[src/rtl/column_output_drain.sv]
`default_nettype none
// ============================================================================
// Module      : column_output_drain
// Description : Accumulates tile_count signed partial sums per output column
//               value, then scales (arithmetic right shift), optionally clamps
//               negatives to zero, saturates to OUT_W bits and pushes the
//               result into a small output FIFO. num_outputs values form a job.
//               Optional macro COLUMN_DRAIN_ROUND_EN adds round-half-up ahead
//               of the shift; without it the shift truncates toward -inf.
// Ports       : clk, reset (sync, active-high)
//               start, tile_count, num_outputs, shift_amt, relu_en : job setup
//               total_output, in_valid, in_ready : partial-sum input stream
//               out_data, out_valid, out_ready   : FIFO output stream
//               busy, done                       : job status
// Revision    : 1.0 - initial release
// ============================================================================
module column_output_drain #(
    parameter int ACC_W      = 32,
    parameter int OUT_W      = 16,
    parameter int FIFO_DEPTH = 4
) (
    input  logic                    clk,
    input  logic                    reset,
    input  logic                    start,
    input  logic [7:0]              tile_count,
    input  logic [7:0]              num_outputs,
    input  logic [4:0]              shift_amt,
    input  logic                    relu_en,
    input  logic [27:0]             total_output,
    input  logic                    in_valid,
    output logic                    in_ready,
    output logic [OUT_W-1:0]        out_data,
    output logic                    out_valid,
    input  logic                    out_ready,
    output logic                    busy,
    output logic                    done
);

    localparam int c_ptr_w = $clog2(FIFO_DEPTH);

    // Saturation bounds expressed at the widened (ACC_W+1) datapath width.
    localparam logic signed [ACC_W:0] c_sat_max =
        {{(ACC_W-OUT_W+2){1'b0}}, {(OUT_W-1){1'b1}}};
    localparam logic signed [ACC_W:0] c_sat_min =
        {{(ACC_W-OUT_W+2){1'b1}}, {(OUT_W-1){1'b0}}};

    typedef enum logic [1:0] {
        IDLE  = 2'd0,
        ACCUM = 2'd1,
        EMIT  = 2'd2
    } state_t;

    state_t r_state;
    state_t w_state_nxt;

    // Job configuration latched at start
    logic [7:0]               r_tile_count;
    logic [7:0]               r_num_outputs;
    logic [4:0]               r_shift_amt;
    logic                     r_relu_en;

    logic [7:0]               r_beat_cnt;
    logic [7:0]               r_out_cnt;
    logic signed [ACC_W-1:0]  r_acc;
    logic                     r_done;

    // FIFO storage
    logic [OUT_W-1:0]         r_mem [FIFO_DEPTH];
    logic [c_ptr_w-1:0]       r_wr_ptr;
    logic [c_ptr_w-1:0]       r_rd_ptr;
    logic [c_ptr_w:0]         r_count;

    logic                     w_start_ok;
    logic                     w_accept;
    logic                     w_last_beat;
    logic                     w_last_out;
    logic                     w_full;
    logic                     w_empty;
    logic                     w_pop;
    logic                     w_push;
    logic signed [ACC_W-1:0]  w_beat_ext;
    logic signed [ACC_W:0]    w_acc_wide;
    logic signed [ACC_W:0]    w_round_term;
    logic signed [ACC_W:0]    w_rounded;
    logic signed [ACC_W:0]    w_shifted;
    logic signed [ACC_W:0]    w_relu;
    logic [OUT_W-1:0]         w_emit_data;

    assign w_start_ok  = start && (tile_count != 8'd0) && (num_outputs != 8'd0);
    assign w_accept    = (r_state == ACCUM) && in_valid;
    assign w_last_beat = w_accept && ((r_beat_cnt + 8'd1) == r_tile_count);
    assign w_last_out  = (r_out_cnt + 8'd1) == r_num_outputs;

    assign w_full  = (r_count == (c_ptr_w+1)'(FIFO_DEPTH));
    assign w_empty = (r_count == '0);
    assign w_pop   = !w_empty && out_ready;
    // A full FIFO still accepts a push when the head leaves in the same cycle.
    assign w_push  = (r_state == EMIT) && (!w_full || w_pop);

    assign w_beat_ext = ACC_W'($signed(total_output));

    // ------------------------------------------------------------------------
    // Emit datapath: one bit of headroom so the rounding add cannot wrap.
    // ------------------------------------------------------------------------
    assign w_acc_wide = (ACC_W+1)'(r_acc);

`ifdef COLUMN_DRAIN_ROUND_EN
    assign w_round_term = (r_shift_amt != 5'd0) ?
                          ((ACC_W+1)'(1) << (r_shift_amt - 5'd1)) : '0;
`else
    assign w_round_term = '0;
`endif

    assign w_rounded = w_acc_wide + w_round_term;
    assign w_shifted = w_rounded >>> r_shift_amt;
    assign w_relu    = (r_relu_en && (w_shifted < 0)) ? '0 : w_shifted;

    always_comb begin
        w_emit_data = w_relu[OUT_W-1:0];
        if (w_relu > c_sat_max) begin
            w_emit_data = c_sat_max[OUT_W-1:0];
        end else if (w_relu < c_sat_min) begin
            w_emit_data = c_sat_min[OUT_W-1:0];
        end
    end

    // ------------------------------------------------------------------------
    // FSM
    // ------------------------------------------------------------------------
    always_ff @(posedge clk) begin
        if (reset) begin
            r_state <= IDLE;
        end else begin
            r_state <= w_state_nxt;
        end
    end

    always_comb begin
        w_state_nxt = r_state;
        in_ready    = 1'b0;
        case (r_state)
            IDLE: begin
                if (w_start_ok) begin
                    w_state_nxt = ACCUM;
                end
            end
            ACCUM: begin
                in_ready = 1'b1;
                if (w_last_beat) begin
                    w_state_nxt = EMIT;
                end
            end
            EMIT: begin
                if (w_push) begin
                    w_state_nxt = w_last_out ? IDLE : ACCUM;
                end
            end
            default: w_state_nxt = IDLE;
        endcase
    end

    // ------------------------------------------------------------------------
    // Job control and accumulator
    // ------------------------------------------------------------------------
    always_ff @(posedge clk) begin
        if (reset) begin
            r_tile_count  <= '0;
            r_num_outputs <= '0;
            r_shift_amt   <= '0;
            r_relu_en     <= 1'b0;
            r_beat_cnt    <= '0;
            r_out_cnt     <= '0;
            r_acc         <= '0;
            r_done        <= 1'b0;
        end else begin
            r_done <= w_push && w_last_out;

            if ((r_state == IDLE) && w_start_ok) begin
                r_tile_count  <= tile_count;
                r_num_outputs <= num_outputs;
                r_shift_amt   <= shift_amt;
                r_relu_en     <= relu_en;
                r_beat_cnt    <= '0;
                r_out_cnt     <= '0;
            end

            if (w_accept) begin
                // First beat of an output loads, discarding the previous sum.
                r_acc      <= (r_beat_cnt == 8'd0) ? w_beat_ext : (r_acc + w_beat_ext);
                r_beat_cnt <= w_last_beat ? 8'd0 : (r_beat_cnt + 8'd1);
            end

            if (w_push) begin
                r_out_cnt <= r_out_cnt + 8'd1;
            end
        end
    end

    // ------------------------------------------------------------------------
    // Output FIFO (contents persist across jobs; only reset empties it)
    // ------------------------------------------------------------------------
    always_ff @(posedge clk) begin
        if (reset) begin
            r_wr_ptr <= '0;
            r_rd_ptr <= '0;
            r_count  <= '0;
        end else begin
            if (w_push) begin
                r_wr_ptr <= r_wr_ptr + c_ptr_w'(1);
            end
            if (w_pop) begin
                r_rd_ptr <= r_rd_ptr + c_ptr_w'(1);
            end
            case ({w_push, w_pop})
                2'b10:   r_count <= r_count + (c_ptr_w+1)'(1);
                2'b01:   r_count <= r_count - (c_ptr_w+1)'(1);
                default: r_count <= r_count;
            endcase
        end
    end

    always_ff @(posedge clk) begin
        if (w_push) begin
            r_mem[r_wr_ptr] <= w_emit_data;
        end
    end

    assign out_valid = !w_empty;
    assign out_data  = w_empty ? '0 : r_mem[r_rd_ptr];
    assign busy      = (r_state != IDLE);
    assign done      = r_done;

endmodule
`default_nettype wire

[config.mk]
export PLATFORM = sky130hd
export DESIGN_NAME = column_output_drain
export DESIGN_NICKNAME = d
export VERILOG_FILES = /design/src/rtl/column_output_drain.sv
export SDC_FILE = /design/constraint.sdc
export NUM_CORES = 1
export LEC_CHECK = 0
export ABC_AREA = 1
export CAP_MARGIN = 20
export CORE_ASPECT_RATIO = 0.7
export CORE_UTILIZATION = 40
export DETAILED_ROUTE_END_ITERATION = 8
export RECOVER_POWER = 25
export SYNTH_ARGS = -nofsm -noshare
export SYNTH_HDL_FRONTEND = slang
export SYNTH_SLANG_ARGS = --single-unit
[constraint.sdc]
create_clock -name clk -period 2.7 [get_ports clk]
set_clock_uncertainty 0.2 [all_clocks]
set_input_delay 0.54 -clock clk [delete_from_list [all_inputs] [get_ports clk]]
set_output_delay 0.54 -clock clk [all_outputs]
set_load 0.005 [all_outputs]
==> flow_summary.ini <==
[global_route]
gr-total-overflow = 0
grt_use_met3_pct = 5.82
grt.total_usage_pct = 24.8
antenna_found_initial = 2
grt_max_degree = 46
grt-busiest-layer = met1
met1_usage_pct = 36.8
met2_usage_pct = 36.1
first_global_vias = 9667
grt_pass1_wl_um = 49800

[drt]
wl_per_cell_um = 15.7
postRouteAntennaNets = 0
routed_wl_um = 31300
drt_iter0_markers = 928
drcViolationCount = 0
dr_total_vias = 10593
dr.pass1.iters = 5
routed_via_density = 5.31

[timing]
setup_viol = 0
worst_slew_pin_slew_ns = 1.05
rsz0062_at_grt = yes
maxSlewViolCount = 0
min_period_over_period_pct = 96.5
fmax_mhz = 384
hold_viol = 0
fin_crit_ns = 2.61
slew_headroom_pct = 30.1

[synth]
synth_edf_count = 64
yosysWarningCount = 0
synth_ff_type = dfxtp_1
yosysTopAreaCellShare_pct = 19.1
synth_area_per_cell_um2 = 6.87
ys_seq_elements = 146
async_reset_ff_share_pct = 0
synth_top_cell_by_area = edfxtp_1
synth_area_um2 = 10100
syn_inst = 1463
ys_seq_area_share_pct = 35.5
synth_area_leaders = edfxtp_1 (19%), dfxtp_1 (16%), nand2_1 (13%)
synth_cell_types = 50
synth_most_common_cell = nand2_1
ys_top_cells_by_count = nand2_1 (352), nor2_1 (209), a21oi_1 (145)
syn_nets = 1558

[pwr]
sw_frac_of_total_pct = 34.5
pwr-share-comb_pct = 34.0
switching_power_mw = 2.61
max-vdd-ir-drop_uv = 469
pwr-share-seq_pct = 33.6
intPower_mw = 4.95
finalPower_mw = 7.56
power.share.clock_pct = 32.4
p_per_area_nw_per_um2 = 578
p_leak_nw = 5.65

[critical_path]
path_max_fanout = 3
crit_slowest_cell = clkdlybuf4s50_1
r2r_slack_ns = 0.15
reg2reg_depth = 15
crit_path_cell_trace = clkdlybuf4s50_1 > buf_4 > ha_1 > a21oi_1 > nand2_1 > a21oi_2 > inv_1 > nand2_1 > nand2_1 > nand2_1 > nand2_1 > nand2_2 > nand3_1 > nand3_1 > a21oi_1
start_kind = primary input
required_ns = 2.81
path_common_cell = nand2_1
worstSetupEndpointType = register
cpPeakStageDelay_ns = 0.45
r2r_start = r_shift_amt[0]
critical_path_arrival_ns = 2.72
reg2reg_to = r_mem[0][8]
path_class = in2reg

[floorplan]
num_rows = 48
die_w_um = 191
die_area_um2 = 25800
ios = 75
core_um2 = 24700
initial_utilization_pct = 40.7
fp.dieH_um = 135

[layout]
layout-drive-gt1-share_pct = 15.9
fin_nets = 1750
stdcell_count = 1994
area_growth_pct = 30.1

[clock_tree]
postCtsHoldBufs = 0
cts_buffers = 17
clk_pin_slew_ns = 0.07
cts_max_level = 4
cts.path.max_buffers = 2
cts_tree = yes
clock_latency_ns = 0.44
clock-root-buffer = clkbuf_16
clock-sinks = 146

[worst_hold_path]
worstHoldPathType = reg2reg
hp-start = r_rd_ptr[1]
hold_path_depth = 2

[place]
place.port_buffers = 74
place_congestion = 0.962
dp_hpwl_um = 23000
dpl.cell_count = 1949

[status]
outcome = finished clean

[flow_run]
cap_viol_max_count = 0
-- worst max-delay path by stage --
stage / start / endpoint / cells past startpoint
3_3_place_gp: total_output[0] / r_acc[30] / 18
4_1_cts: register / out_data[14] / 6
5_1_grt: total_output[1] / r_acc[29] / 16
6_report: total_output[1] / r_acc[29] / 15
2_1_floorplan: total_output[0] / r_acc[16] / 13
3_5_place_dp: total_output[0] / r_acc[14] / 16
-- stage by stage --
stage / setup WS, ns / instance area [um2] / TNS (ns) / util (%) / hold WS (ns)
floorplan: 0.182 / 10100 / 0 / - / 0.236
global placement: -0.383 / 12200 / -6.94 / 49.3 / 0.247
detailed placement: -0.436 / 12200 / -7.95 / 49.3 / 0.258
CTS: -0.0946 / 12800 / -0.171 / 51.9 / 0.269
global route: -0.0607 / 13100 / -0.149 / 53.0 / 0.289
finish: 0.0934 / 13100 / 0 / 53.0 / 0.268
-- sequential cells by signal (all words and copies together) (netlist names), named ones only --
signal / cells
done: 1
r_tile_count: 8
r_wr_ptr: 2
r_rd_ptr: 2
r_out_cnt: 8
r_mem: 64
r_state: 2
r_shift_amt: 5
r_acc: 32
r_relu_en: 1
r_count: 3
r_beat_cnt: 8
r_num_outputs: 8
-- logic make-up (layout without fill, tap and decap cells) --
| family | count (synthesis) | after routing | synth area share (%) |
|---|---|---|---|
| DFF | 146 | 146 | 35.5 |
| AOI/OAI and AO/OA | 336 | 336 | 17.8 |
| other | 0 | 1 | 0 |
| adders and majority gates | 40 | 40 | 5.13 |
| muxes | 4 | 4 | 0.398 |
| buffers and inverters | 162 | 367 | 6.87 |
| xor gates and xnor gates | 35 | 35 | 3.05 |
| and+or+nand+nor | 740 | 740 | 31.3 |
-- power by group through the flow --
stage                     Combinational (mW)  Sequential, mW  Clock, mW
after global placement                  2.44            2.57          0
after floorplan                         1.39            2.54          0
after detailed placement                2.46            2.57          0
final                                   2.57            2.54       2.45
after CTS                               2.44            2.53       2.50
after global routing                    2.86            2.55       2.58
-- layout by cell type (no fill, tap or decap), types with 9 or more instances in the layout --
master / netlist / final
buf_4: 1 / 144
nand4_1: 16 / 16
nand3_1: 112 / 106
buf_12: 1 / 9
a21oi_1: 145 / 138
dfxtp_1: 82 / 78
edfxtp_1: 64 / 64
nor3_1: 12 / 11
nor2_1: 209 / 206
xnor2_1: 12 / 12
inv_1: 89 / 87
clkbuf_16: 0 / 20
ha_1: 38 / 34
nand2_1: 352 / 341
clkdlybuf4s50_1: 0 / 56
o211ai_1: 16 / 16
dlygate4sd2_1: 0 / 14
nand3_2: 12 / 18
xor2_1: 23 / 23
nand2_2: 6 / 17
o21ai_0: 143 / 134
o21ai_1: 6 / 15
-- layer usage --
layer	vias to the layer above	routed length, um
met4	2	303
met1	4896	15700
met2	324	12900
li1	5342	-
met3	29	2380
met5	-	13
-- timing repair --
| action | 4_1_cts | 5_1_grt |
|---|---|---|
| pin swaps | 1 | 3 |
| setup buffers | 4 | 4 |
| setup endpoints to repair | 16 | 82 |
| gates resized for setup | 17 | 62 |
| cloned | 1 | 3 |
-- critical path: cells and delay by family --
kind	cells	cell delay (ns)
buffers and inverters	3	0.68
AO/OA/AOI/OAI	3	0.45
adder cells (fa/ha/maj)	1	0.18
AND/OR/NAND/NOR	8	0.88
-- layout make-up --
type	instances	area (um2)
well taps	325	407
inverters	96	387
clock inverters	15	175
repair buffers	239	2140
clock buffers	17	425
diodes	1	2.50
fillers	2411	11600
multi-input cells	1155	5960
flip-flops and latches	146	3570
Note: power is estimated with default switching activity, not from simulation.
